## config.mk

```make
export PLATFORM = sky130hd
export DESIGN_NAME = sprite_plotter
export DESIGN_NICKNAME = d
export VERILOG_FILES = /design/src/rtl/sprite_plotter.sv
export SDC_FILE = /design/constraint.sdc
export NUM_CORES = 1
export LEC_CHECK = 0
export ABC_AREA = 1
export ABC_CLOCK_PERIOD_IN_PS = 3500
export CAP_MARGIN = 25
export CORE_MARGIN = 4
export CORE_UTILIZATION = 50
export DETAILED_ROUTE_END_ITERATION = 7
export PLACE_DENSITY = 0.77
export SYNTH_ARGS = -nofsm -noshare
export SYNTH_HDL_FRONTEND = slang
export SYNTH_SLANG_ARGS = --single-unit
```

## constraint.sdc

```tcl
create_clock -name clk_i -period 3.5 [get_ports clk_i]
set_clock_uncertainty 0.15 [all_clocks]
set_input_delay 0.7 -clock clk_i [delete_from_list [all_inputs] [get_ports clk_i]]
set_output_delay 0.7 -clock clk_i [all_outputs]
set_load 0.01 [all_outputs]
```

## src/rtl/sprite_plotter.sv

```systemverilog
// Sprite plotter: scans a (2^WB)x(2^HB) sprite from a 1-cycle-latency object memory and
// issues one VGA write per visible pixel, with erase mode, transparency skip and clipping.
module sprite_plotter #(
   parameter int unsigned XW        = 8,
   parameter int unsigned YW        = 7,
   parameter int unsigned WB        = 3,
   parameter int unsigned HB        = 3,
   parameter int unsigned CW        = 3,
   parameter int unsigned SCREEN_W  = 160,
   parameter int unsigned SCREEN_H  = 120,
   parameter bit          TRANSP_EN = 1'b1,
   parameter logic [CW-1:0] TRANSP_C = '0
) (
   input  logic             clk_i,
   input  logic             rst_ni,
   input  logic             start_i,
   input  logic             erase_i,
   input  logic [XW-1:0]    x_i,
   input  logic [YW-1:0]    y_i,
   input  logic [CW-1:0]    bg_colour_i,
   output logic [WB+HB-1:0] mem_addr_o,
   input  logic [CW-1:0]    mem_data_i,
   output logic [XW-1:0]    vga_x_o,
   output logic [YW-1:0]    vga_y_o,
   output logic [CW-1:0]    vga_colour_o,
   output logic             plot_o,
   output logic             busy_o,
   output logic             done_o
);

   localparam logic [XW:0] ScrW = (XW+1)'(SCREEN_W);
   localparam logic [YW:0] ScrH = (YW+1)'(SCREEN_H);

   typedef enum logic [1:0] {StIdle, StDraw, StFlush, StDone} state_e;

   state_e          state_q;
   logic [WB-1:0]   xc_q, xc_pipe_q;
   logic [HB-1:0]   yc_q, yc_pipe_q;
   logic            valid_q;
   logic [XW-1:0]   x_q;
   logic [YW-1:0]   y_q;
   logic            erase_q;
   logic [CW-1:0]   bg_q;
   logic            busy_q, done_q;
   logic [XW-1:0]   last_x_q;
   logic [YW-1:0]   last_y_q;
   logic [CW-1:0]   last_c_q;

   logic [XW:0]     sum_x;
   logic [YW:0]     sum_y;
   logic [CW-1:0]   pix_colour;
   logic            clip, transp, plot;

   always_ff @(posedge clk_i or negedge rst_ni) begin
      if (!rst_ni) begin
         state_q   <= StIdle;
         xc_q      <= '0;
         yc_q      <= '0;
         xc_pipe_q <= '0;
         yc_pipe_q <= '0;
         valid_q   <= 1'b0;
         x_q       <= '0;
         y_q       <= '0;
         erase_q   <= 1'b0;
         bg_q      <= '0;
         busy_q    <= 1'b0;
         done_q    <= 1'b0;
      end else begin
         // Pipeline stage so the coordinates line up with mem_data one cycle later.
         xc_pipe_q <= xc_q;
         yc_pipe_q <= yc_q;
         valid_q   <= (state_q == StDraw);
         unique case (state_q)
            StIdle: begin
               if (start_i) begin
                  x_q     <= x_i;
                  y_q     <= y_i;
                  erase_q <= erase_i;
                  bg_q    <= bg_colour_i;
                  xc_q    <= '0;
                  yc_q    <= '0;
                  busy_q  <= 1'b1;
                  state_q <= StDraw;
               end
            end
            StDraw: begin
               xc_q <= xc_q + 1'b1;
               if (&xc_q) yc_q <= yc_q + 1'b1;
               if ((&xc_q) && (&yc_q)) state_q <= StFlush;
            end
            StFlush: begin
               done_q  <= 1'b1;
               state_q <= StDone;
            end
            StDone: begin
               done_q  <= 1'b0;
               busy_q  <= 1'b0;
               state_q <= StIdle;
            end
            default: state_q <= StIdle;
         endcase
      end
   end

   always_comb begin
      sum_x      = {1'b0, x_q} + (XW+1)'(xc_pipe_q);
      sum_y      = {1'b0, y_q} + (YW+1)'(yc_pipe_q);
      clip       = (sum_x >= ScrW) || (sum_y >= ScrH);
      transp     = TRANSP_EN && !erase_q && (mem_data_i == TRANSP_C);
      plot       = valid_q && !clip && !transp;
      pix_colour = erase_q ? bg_q : mem_data_i;
   end

   // Keep the last written pixel on the adapter bus while nothing is plotted.
   always_ff @(posedge clk_i or negedge rst_ni) begin
      if (!rst_ni) begin
         last_x_q <= '0;
         last_y_q <= '0;
         last_c_q <= '0;
      end else if (plot) begin
         last_x_q <= sum_x[XW-1:0];
         last_y_q <= sum_y[YW-1:0];
         last_c_q <= pix_colour;
      end
   end

   always_comb begin
      mem_addr_o   = {yc_q, xc_q};
      plot_o       = plot;
      vga_x_o      = plot ? sum_x[XW-1:0] : last_x_q;
      vga_y_o      = plot ? sum_y[YW-1:0] : last_y_q;
      vga_colour_o = plot ? pix_colour : last_c_q;
      busy_o       = busy_q;
      done_o       = done_q;
   end

endmodule

```

==> results by group, run 1 <==
Finish
  – N_diodes: 0
  – Final std cells w/o fill: 446
  – Share of post-route cells with drive strength above 1: 15.7%
  – Post-route cell area: 0.00346 sq mm
  – Area growth from synthesis to final layout: 25.7%
  – Number of nets in the layout: 416
  – Finished Core Util: 66.5%

Power and ir drop
  – Worst supply voltage drop on vdd: 448 uV
  – Power density cells: 864 mW/mm^2
  – Total leakage power: 0.00180 uW

Worst setup path
  – Number of cells on the worst reg-to-reg path: 8
  – Arrival time worst endpoint: 2.51 ns
  – Worst setup path start: y_q[0]$_DFFE_PN0P_
  – Critical path buffers and inverters: 2
  – Worst setup EP type: output port
  – Critical Path Most Common Cell: sky130_fd_sc_hd__nand2_1
  – Slowest cell on crit path: sky130_fd_sc_hd__dfrtp_1
  – Worst reg2reg startpoint: state_q[0]$_DFFE_PN0P_
  – Setup Crit Path Kind: reg2out
  – Cell-by-cell trace of the critical path: ha_2 > fa_2 > nand2_1 > nand2_2 > nand2_1 > nand2_2 > nor2_4 > nand3_4 > buf_4 > nand4_1 > nand2_1 > dlygate4sd2_1
  – Largest fanout on the critical path: 10
  – CP peak stage delay: 0.41 ns
  – Startpoint type of the worst setup path: flip-flop
  – Req. time, crit path: 2.65 ns
  – Cell class contributing the biggest share of worst-path delay: simple AND/OR/NAND/NOR gates
  – Cell count along the critical path: 12

Global route
  – Antenna violations before repair: 0
  – Tot GR Track Use: 19.1%
  – Global route total overflow: 0
  – Maximum number of pins on one net before global-route repair: 34
  – Number of global-route vias before repair: 2155
  – Global-route wire length before repair: 9810 microns

Synthesis
  – Synthesized instance count: 315
  – Mean instance size in the synthesized netlist: 8.74 sq um
  – Largest area contributor in the synthesized netlist: sky130_fd_sc_hd__dfrtp_1
  – Total of warnings raised by yosys: 0
  – Largest cells by area after synthesis: sky130_fd_sc_hd__dfrtp_1, sky130_fd_sc_hd__nand2_1, sky130_fd_sc_hd__ha_1
  – Number of flip-flops and latches in the synthesized netlist: 54
  – Post-synth cell types: 24
  – Post-Synthesis Net Count: 356
  – Area share of the largest cell type after synthesis: 49.1%
  – Cell area after synthesis: 0.00275 sq mm
  – Part of the Yosys area used for sequential elements: 49.1%

CTS
  – Clock-pin slew reported for the worst setup and hold paths after clock tree synthesis: 0.10 ns
  – Clock sinks: 54
  – Cell at the root of the clock tree: sky130_fd_sc_hd__clkbuf_8
  – Clock tree from TritonCTS: built
  – Latest clock arrival within the worst-skew pair: 0.32 ns
  – Clock buffers created by TritonCTS: 5
  – CTS H-tree lvls: 2
  – Buffers from clock root to sink, at most: 2

Floorplan
  – Area enclosed by the die boundary: 0.00676 sq mm
  – Height of the chip: 82.2 microns
  – Width of the die: 82.2 microns
  – Number of ports placed on the die boundary: 52
  – Cell row count: 26
  – Effective utilization at floorplan: 52.9%
  – Floorplan core area: 0.00520 sq mm

Placed design
  – Placer congestion estimate: 0.886
  – Number of cells after detailed placement: 434
  – DP Area: 0.00334 sq mm
  – Pre-CTS setup slack: 0.0180 ns
  – Post-detail-place hpwl: 4360 microns
  – Count of input and output buffers: 51

Timing
  – Post-Route Hold Slack: 0.182 ns
  – Max-slew violations: 0
  – Final-report setup violation count: 0
  – Min cycle time layout: 3.36 ns
  – Achievable Freq: 297 MHz
  – Number of endpoints with negative hold slack in the final report: 0
  – Worst-margin pin slew: 0.504 ns
  – Setup repair after global routing missed its margin: yes
  – Post-route fraction of the period consumed by the critical path: 96.1%
  – Worst setup margin: 0.135 ns
  – Max transition margin: 66.3%

Drt
  – DRC Markers: 0
  – Post-Route WL: 5670 microns
  – DRC marker count from the first detailed-route iteration: 83
  – WL/cell: 12.7 microns
  – Drt first pass iters: 4
  – Avg Vias per Cell: 4.95
  – Antenna violation net count after detailed routing: 0
  – Number of vias in the routed layout: 2209

Run
  – Reported max-cap violation count: 0

Run status
  – Outcome: complete, no violations

Hold path
  – Path class of the lowest-slack min-delay path: in2async
## Yosys cell counts
| library cell | instances |
|---|---|
| sky130_fd_sc_hd__a21oi_1 | 4 |
| sky130_fd_sc_hd__a31oi_1 | 1 |
| sky130_fd_sc_hd__buf_12 | 1 |
| sky130_fd_sc_hd__buf_2 | 3 |
| sky130_fd_sc_hd__clkbuf_1 | 4 |
| sky130_fd_sc_hd__clkinv_1 | 1 |
| sky130_fd_sc_hd__dfrtp_1 | 54 |
| sky130_fd_sc_hd__fa_1 | 2 |
| sky130_fd_sc_hd__ha_1 | 14 |
| sky130_fd_sc_hd__inv_1 | 30 |
| sky130_fd_sc_hd__inv_2 | 4 |
| sky130_fd_sc_hd__nand2_1 | 109 |
| sky130_fd_sc_hd__nand2_2 | 16 |
| sky130_fd_sc_hd__nand2_4 | 2 |
| sky130_fd_sc_hd__nand2_8 | 1 |
| sky130_fd_sc_hd__nand3_1 | 15 |
| sky130_fd_sc_hd__nand3_4 | 2 |
| sky130_fd_sc_hd__nand3b_1 | 1 |
| sky130_fd_sc_hd__nand4_1 | 22 |
| sky130_fd_sc_hd__nor2_1 | 5 |
| sky130_fd_sc_hd__nor2_4 | 2 |
| sky130_fd_sc_hd__nor3_2 | 1 |
| sky130_fd_sc_hd__o21ai_0 | 17 |
| sky130_fd_sc_hd__xor2_1 | 4 |
## area by class of cell
type / instances / area (sq um)
Clock buffer: 6 / 82.6
Tap cell: 70 / 87.6
Sequential cell: 54 / 1350
Clock inverter: 2 / 17.5
Timing Repair Buffer: 61 / 561
Fill cell: 464 / 1740
Multi-Input combinational cell: 218 / 1230
Inverter: 35 / 131
## per-stage QoR
step	setup TNS, ns	power (uW)
after global routing	-0.000840	3280
after detailed placement	0	2690
after CTS	0	3020
after global placement	0	2630
after floorplan	0	2030
final	0	2990
## report_power, final
| group | total (uW) | internal, uW | switching, uW |
|---|---|---|---|
| clock network | 367 | 163 | 204 |
| registers | 1070 | 892 | 178 |
| logic | 1550 | 660 | 894 |
| total | 2990 | 1710 | 1280 |
## path summary, 6_finish.rpt
check	to	slack, ns
max in group asynchronous	x_q[5]$_DFFE_PN0P_	2.21
setup reg to reg	yc_q[1]$_DFFE_PN0P_	1.28
hold / removal	y_q[5]$_DFFE_PN0P_	0.18
hold reg to reg	yc_pipe_q[1]$_DFF_PN0_	0.29
setup / recovery	vga_y_o[5]	0.14
min in group clk_i	yc_pipe_q[1]$_DFF_PN0_	0.29
## kinds of logic (layout without fill, tap and decap cells)
group                      count (synthesis)  after routing  synth area share [%]
AOI/OAI and AO/OA                         22             22                  4.05
xor gates and xnor gates                   4              4                  1.27
adders and majority gates                 16             16                  7.82
buffers and inverters                     43            104                  6.59
DFF                                       54             54                  49.1
and+or+nand+nor                          176            176                  31.2
## flip-flops by register name, summed over array words and instances (netlist names)
signal / count
bg_q: 3
busy_o: 1
done_o: 1
erase_q: 1
last_c_q: 3
last_x_q: 8
last_y_q: 7
state_q: 2
valid_q: 1
x_q: 8
xc_pipe_q: 3
xc_q: 3
y_q: 7
yc_pipe_q: 3
yc_q: 3
## what timing repair did
item	in CTS	in global routing
pin swaps	2	0
hold endpoints to repair	0	0
resized for setup	23	23
hold buffers	0	0
buffers inserted	3	1
setup endpoints to repair	19	16
cloned	0	0
## cell usage in the layout (no fill, tap or decap), drive strengths merged
cell type      instances
nand2                128
dfrtp                 54
inv                   34
clkdlybuf4s50         31
nand4                 22
o21ai                 17
nand3                 17
ha                    14
clkbuf                14
buf                   11
clkdlybuf4s15          7
nor2                   7
a21oi                  4
xor2                   4
dlygate4sd2            4
clkinv                 3
fa                     2
nand3b                 1
a31oi                  1
nor3                   1
## metal layers
| metal | wire length, microns | GRT usage [%] | up-vias | part of all wire, % |
|---|---|---|---|---|
| met2 | 2660 | 31.1 | 52 | 47 |
| met4 | 85 | 5.98 | 0 | 1.5 |
| met1 | 2630 | 25.2 | 1019 | 46 |
| li1 | - | - | 1131 | - |
| met3 | 295 | 4.66 | 7 | 5.2 |
| met5 | 0 | 0 | - | 0 |
(Power assumes the default switching activity.)
==> inputs of run 2 (changes only) <==
CORE_MARGIN = 2   (was 4)
SLEW_MARGIN = 25   (was default)
==> run 2 against run 1 <==
  * Cell area up 3.0%
  * Combinational power up 6%
  * Flip-flop and latch count unchanged
  * Cell count up 2.5%
  * Core utilization down 0.54 points
  * Sequential power about the same
  * Critical path depth up 1
  * First-iteration DRC count up 33%
  * Sequential share of layout area down 1.1 points
  * Critical path type unchanged
==> results by group, run 2 (synthesized netlist as in run 1, its figures left out) <==
Run status
  – Outcome: complete, no violations

Timing
  – Worst-margin pin slew: 0.727 ns (+0.223 ns)
  – Setup repair after global routing missed its margin: yes
  – Max transition margin: 51.5% (-15 points)
  – Post-route fraction of the period consumed by the critical path: 97.1% (+1.0 points)
  – Achievable Freq: 294 MHz (-1.0%)
  – Max-slew violations: 0 (unchanged)
  – Post-Route Hold Slack: 0.288 ns (+0.105 ns)
  – Number of endpoints with negative hold slack in the final report: 0 (unchanged)
  – Min cycle time layout: 3.40 ns (+0.0348 ns)
  – Final-report setup violation count: 0 (unchanged)

Finish
  – Top Registers: last_x_q (8), x_q (8)
  – Register area: 0.00135 sq mm (unchanged)
  – Final std cells w/o fill: 457 (+2.5%)
  – N_diodes: 0 (unchanged)
  – Most common cell after layout, fill and taps aside: sky130_fd_sc_hd__nand2_1
  – Commonest non-fill, non-tap cells in the layout: sky130_fd_sc_hd__nand2_1, sky130_fd_sc_hd__dfrtp_1, sky130_fd_sc_hd__clkdlybuf4s50_1
  – Count of fill cells added during filler insertion: 459 (-1.1%)
  – Area growth from synthesis to final layout: 29.5%
  – Combined area of the multi-input logic cells: 0.00126 sq mm (+2.4%)
  – Number of nets in the layout: 425 (+2.2%)
  – Share of post-route cells with drive strength above 1: 16.4% (+0.67 points)

Global route
  – Maximum number of pins on one net before global-route repair: 34 (unchanged)
  – Tot GR Track Use: 20.0% (+0.88 points)
  – Global-route wire length before repair: 9680 microns (-1.3%)
  – Number of global-route vias before repair: 2150 (-0.23%)
  – Antenna violations before repair: 0 (unchanged)
  – Global route total overflow: 0 (unchanged)

Worst setup path
  – Slowest cell on crit path: sky130_fd_sc_hd__dfrtp_1
  – Setup Crit Path Kind: reg2out
  – Largest fanout on the critical path: 17 (+7)
  – Cell-by-cell trace of the critical path: ha_2 > fa_2 > nand2_1 > nand2_2 > nand2_1 > nand2_2 > nor2_4 > nand3_4 > buf_12 > buf_4 > nand4_1 > nand2_1 > clkdlybuf4s15_1
  – Worst reg2reg startpoint: y_q[0]$_DFFE_PN0P_
  – Arrival time worst endpoint: 2.55 ns (+0.04 ns)
  – Worst r2r dst: last_x_q[6]$_DFF_PN0_
  – Worst setup EP type: output port
  – Number of cells on the worst reg-to-reg path: 12 (+4)
  – Req. time, crit path: 2.65 ns (about the same)
  – FF-to-FF setup slack: 1.22 ns (-0.06 ns)
  – Critical Path Most Common Cell: sky130_fd_sc_hd__nand2_1
  – CP peak stage delay: 0.40 ns (about the same)
  – Startpoint type of the worst setup path: flip-flop

Drt
  – Post-Route WL: 5680 microns (+0.23%)
  – Number of vias in the routed layout: 2222 (+0.59%)
  – Avg Vias per Cell: 4.86 (-1.8%)
  – DRC Markers: 0 (unchanged)
  – WL/cell: 12.4 microns (-2.2%)
  – Antenna violation net count after detailed routing: 0 (unchanged)
  – Drt first pass iters: 4 (unchanged)
  – DRC marker count from the first detailed-route iteration: 110 (+33%)

CTS
  – Cell at the root of the clock tree: sky130_fd_sc_hd__clkbuf_8
  – Latest clock arrival within the worst-skew pair: 0.31 ns (about the same)
  – Clock-pin slew reported for the worst setup and hold paths after clock tree synthesis: 0.09 ns (about the same)
  – Clock sinks: 54 (unchanged)
  – Buffers from clock root to sink, at most: 2 (unchanged)
  – Clock buffers created by TritonCTS: 5 (unchanged)
  – Clock tree from TritonCTS: built
  – CTS H-tree lvls: 2 (unchanged)

Placed design
  – Placer congestion estimate: 0.855 (-3.4%)
  – Count of input and output buffers: 51 (unchanged)
  – Number of cells after detailed placement: 436 (+0.46%)
  – Post-detail-place hpwl: 4190 microns (-3.9%)

Floorplan
  – Area enclosed by the die boundary: 0.00611 sq mm (-9.5%)
  – Number of ports placed on the die boundary: 52 (unchanged)
  – Floorplan core area: 0.00541 sq mm (+3.8%)
  – Effective utilization at floorplan: 50.9% (-2.0 points)
  – Cell row count: 27 (+3.8%)
  – Height of the chip: 78.2 microns (-4.9%)
  – Width of the die: 78.2 microns (-4.9%)

Power and ir drop
  – Total leakage power: 0.00187 uW (+3.7%)
  – Worst supply voltage drop on vdd: 449 uV (about the same)
  – Power density cells: 859 mW/mm^2 (-0.54%)

Run
  – Reported max-cap violation count: 0 (unchanged)

Hold path
  – Path class of the lowest-slack min-delay path: in2async
## run 2: cell types whose count changed in the layout (fill, tap and decap cells not counted), sizes merged, moves of 2 or more
cell,delta
buf,+8
clkbuf,-4
clkdlybuf4s15,-2
dlygate4sd2,+6
## run 2: how the worst max path moves through the flow
stage                       start         end  slack, ns  depth (start not counted)
2_1_floorplan  x_q[0]$_DFFE_PN0P_  vga_x_o[0]       0.69                         11
3_3_place_gp        mem_data_i[2]  vga_y_o[0]       0.05                          9
3_5_place_dp        mem_data_i[2]  vga_y_o[0]       0.04                          9
4_1_cts        x_q[0]$_DFFE_PN0P_      plot_o       0.03                         11
5_1_grt        y_q[0]$_DFFE_PN0P_  vga_x_o[6]      -0.02                         13
6_report       y_q[0]$_DFFE_PN0P_  vga_x_o[6]       0.10                         13
## run 2: layout make-up
type | instances | area share [%]
clock inverters | 1 | 0.140
well taps | 72 | 2.53
multi-input cells | 219 | 35.3
inverters | 35 | 3.69
repair buffers | 69 | 18.0
clock buffers | 7 | 2.42
flip-flops and latches | 54 | 37.9
## run 2: worst max-delay path, delay by kind of cell (launching register included)
kind                     cells  cell delay [ns]
buffers and inverters        3             0.54
adder cells (fa/ha/maj)      2             0.56
AND/OR/NAND/NOR              8             0.74
flip-flops                   1             0.40
## run 2: routing by layer
| metal | part of all wire (%) | wire length, microns | track usage (%) | up-vias |
|---|---|---|---|---|
| met5 | 0 | 0 | 0 | - |
| met2 | 47 | 2700 | 33.4 | 42 |
| met4 | 1.1 | 60 | 5.26 | 0 |
| met3 | 3.7 | 213 | 3.91 | 6 |
| met1 | 48 | 2710 | 26.9 | 1027 |
| li1 | - | - | - | 1147 |
## run 2: what timing repair did
item,in CTS,in global routing
gates cloned,1,0
pin swaps,2,1
gates resized for setup,24,16
setup endpoints to repair,19,7
buffers inserted,7,5
hold buffers,0,0
## run 2: metrics by stage
step	worst slack (ns)	TNS [ns]	util, %	area, sq um	power [uW]
after floorplan	0.692	0	-	2750	2030
after global placement	0.0500	0	61.9	3340	2620
after detailed placement	0.0389	0	61.9	3340	2680
after CTS	0.0287	0	64.7	3500	3000
after global routing	-0.0166	-0.0166	65.9	3560	3330
final	0.100	0	65.9	3560	3060
## run 2: power by group
group          internal [uW]  switching, uW  leakage [uW]
Sequential               892            181      0.000684
Clock                    160            192     0.0000482
Combinational            721            918       0.00114
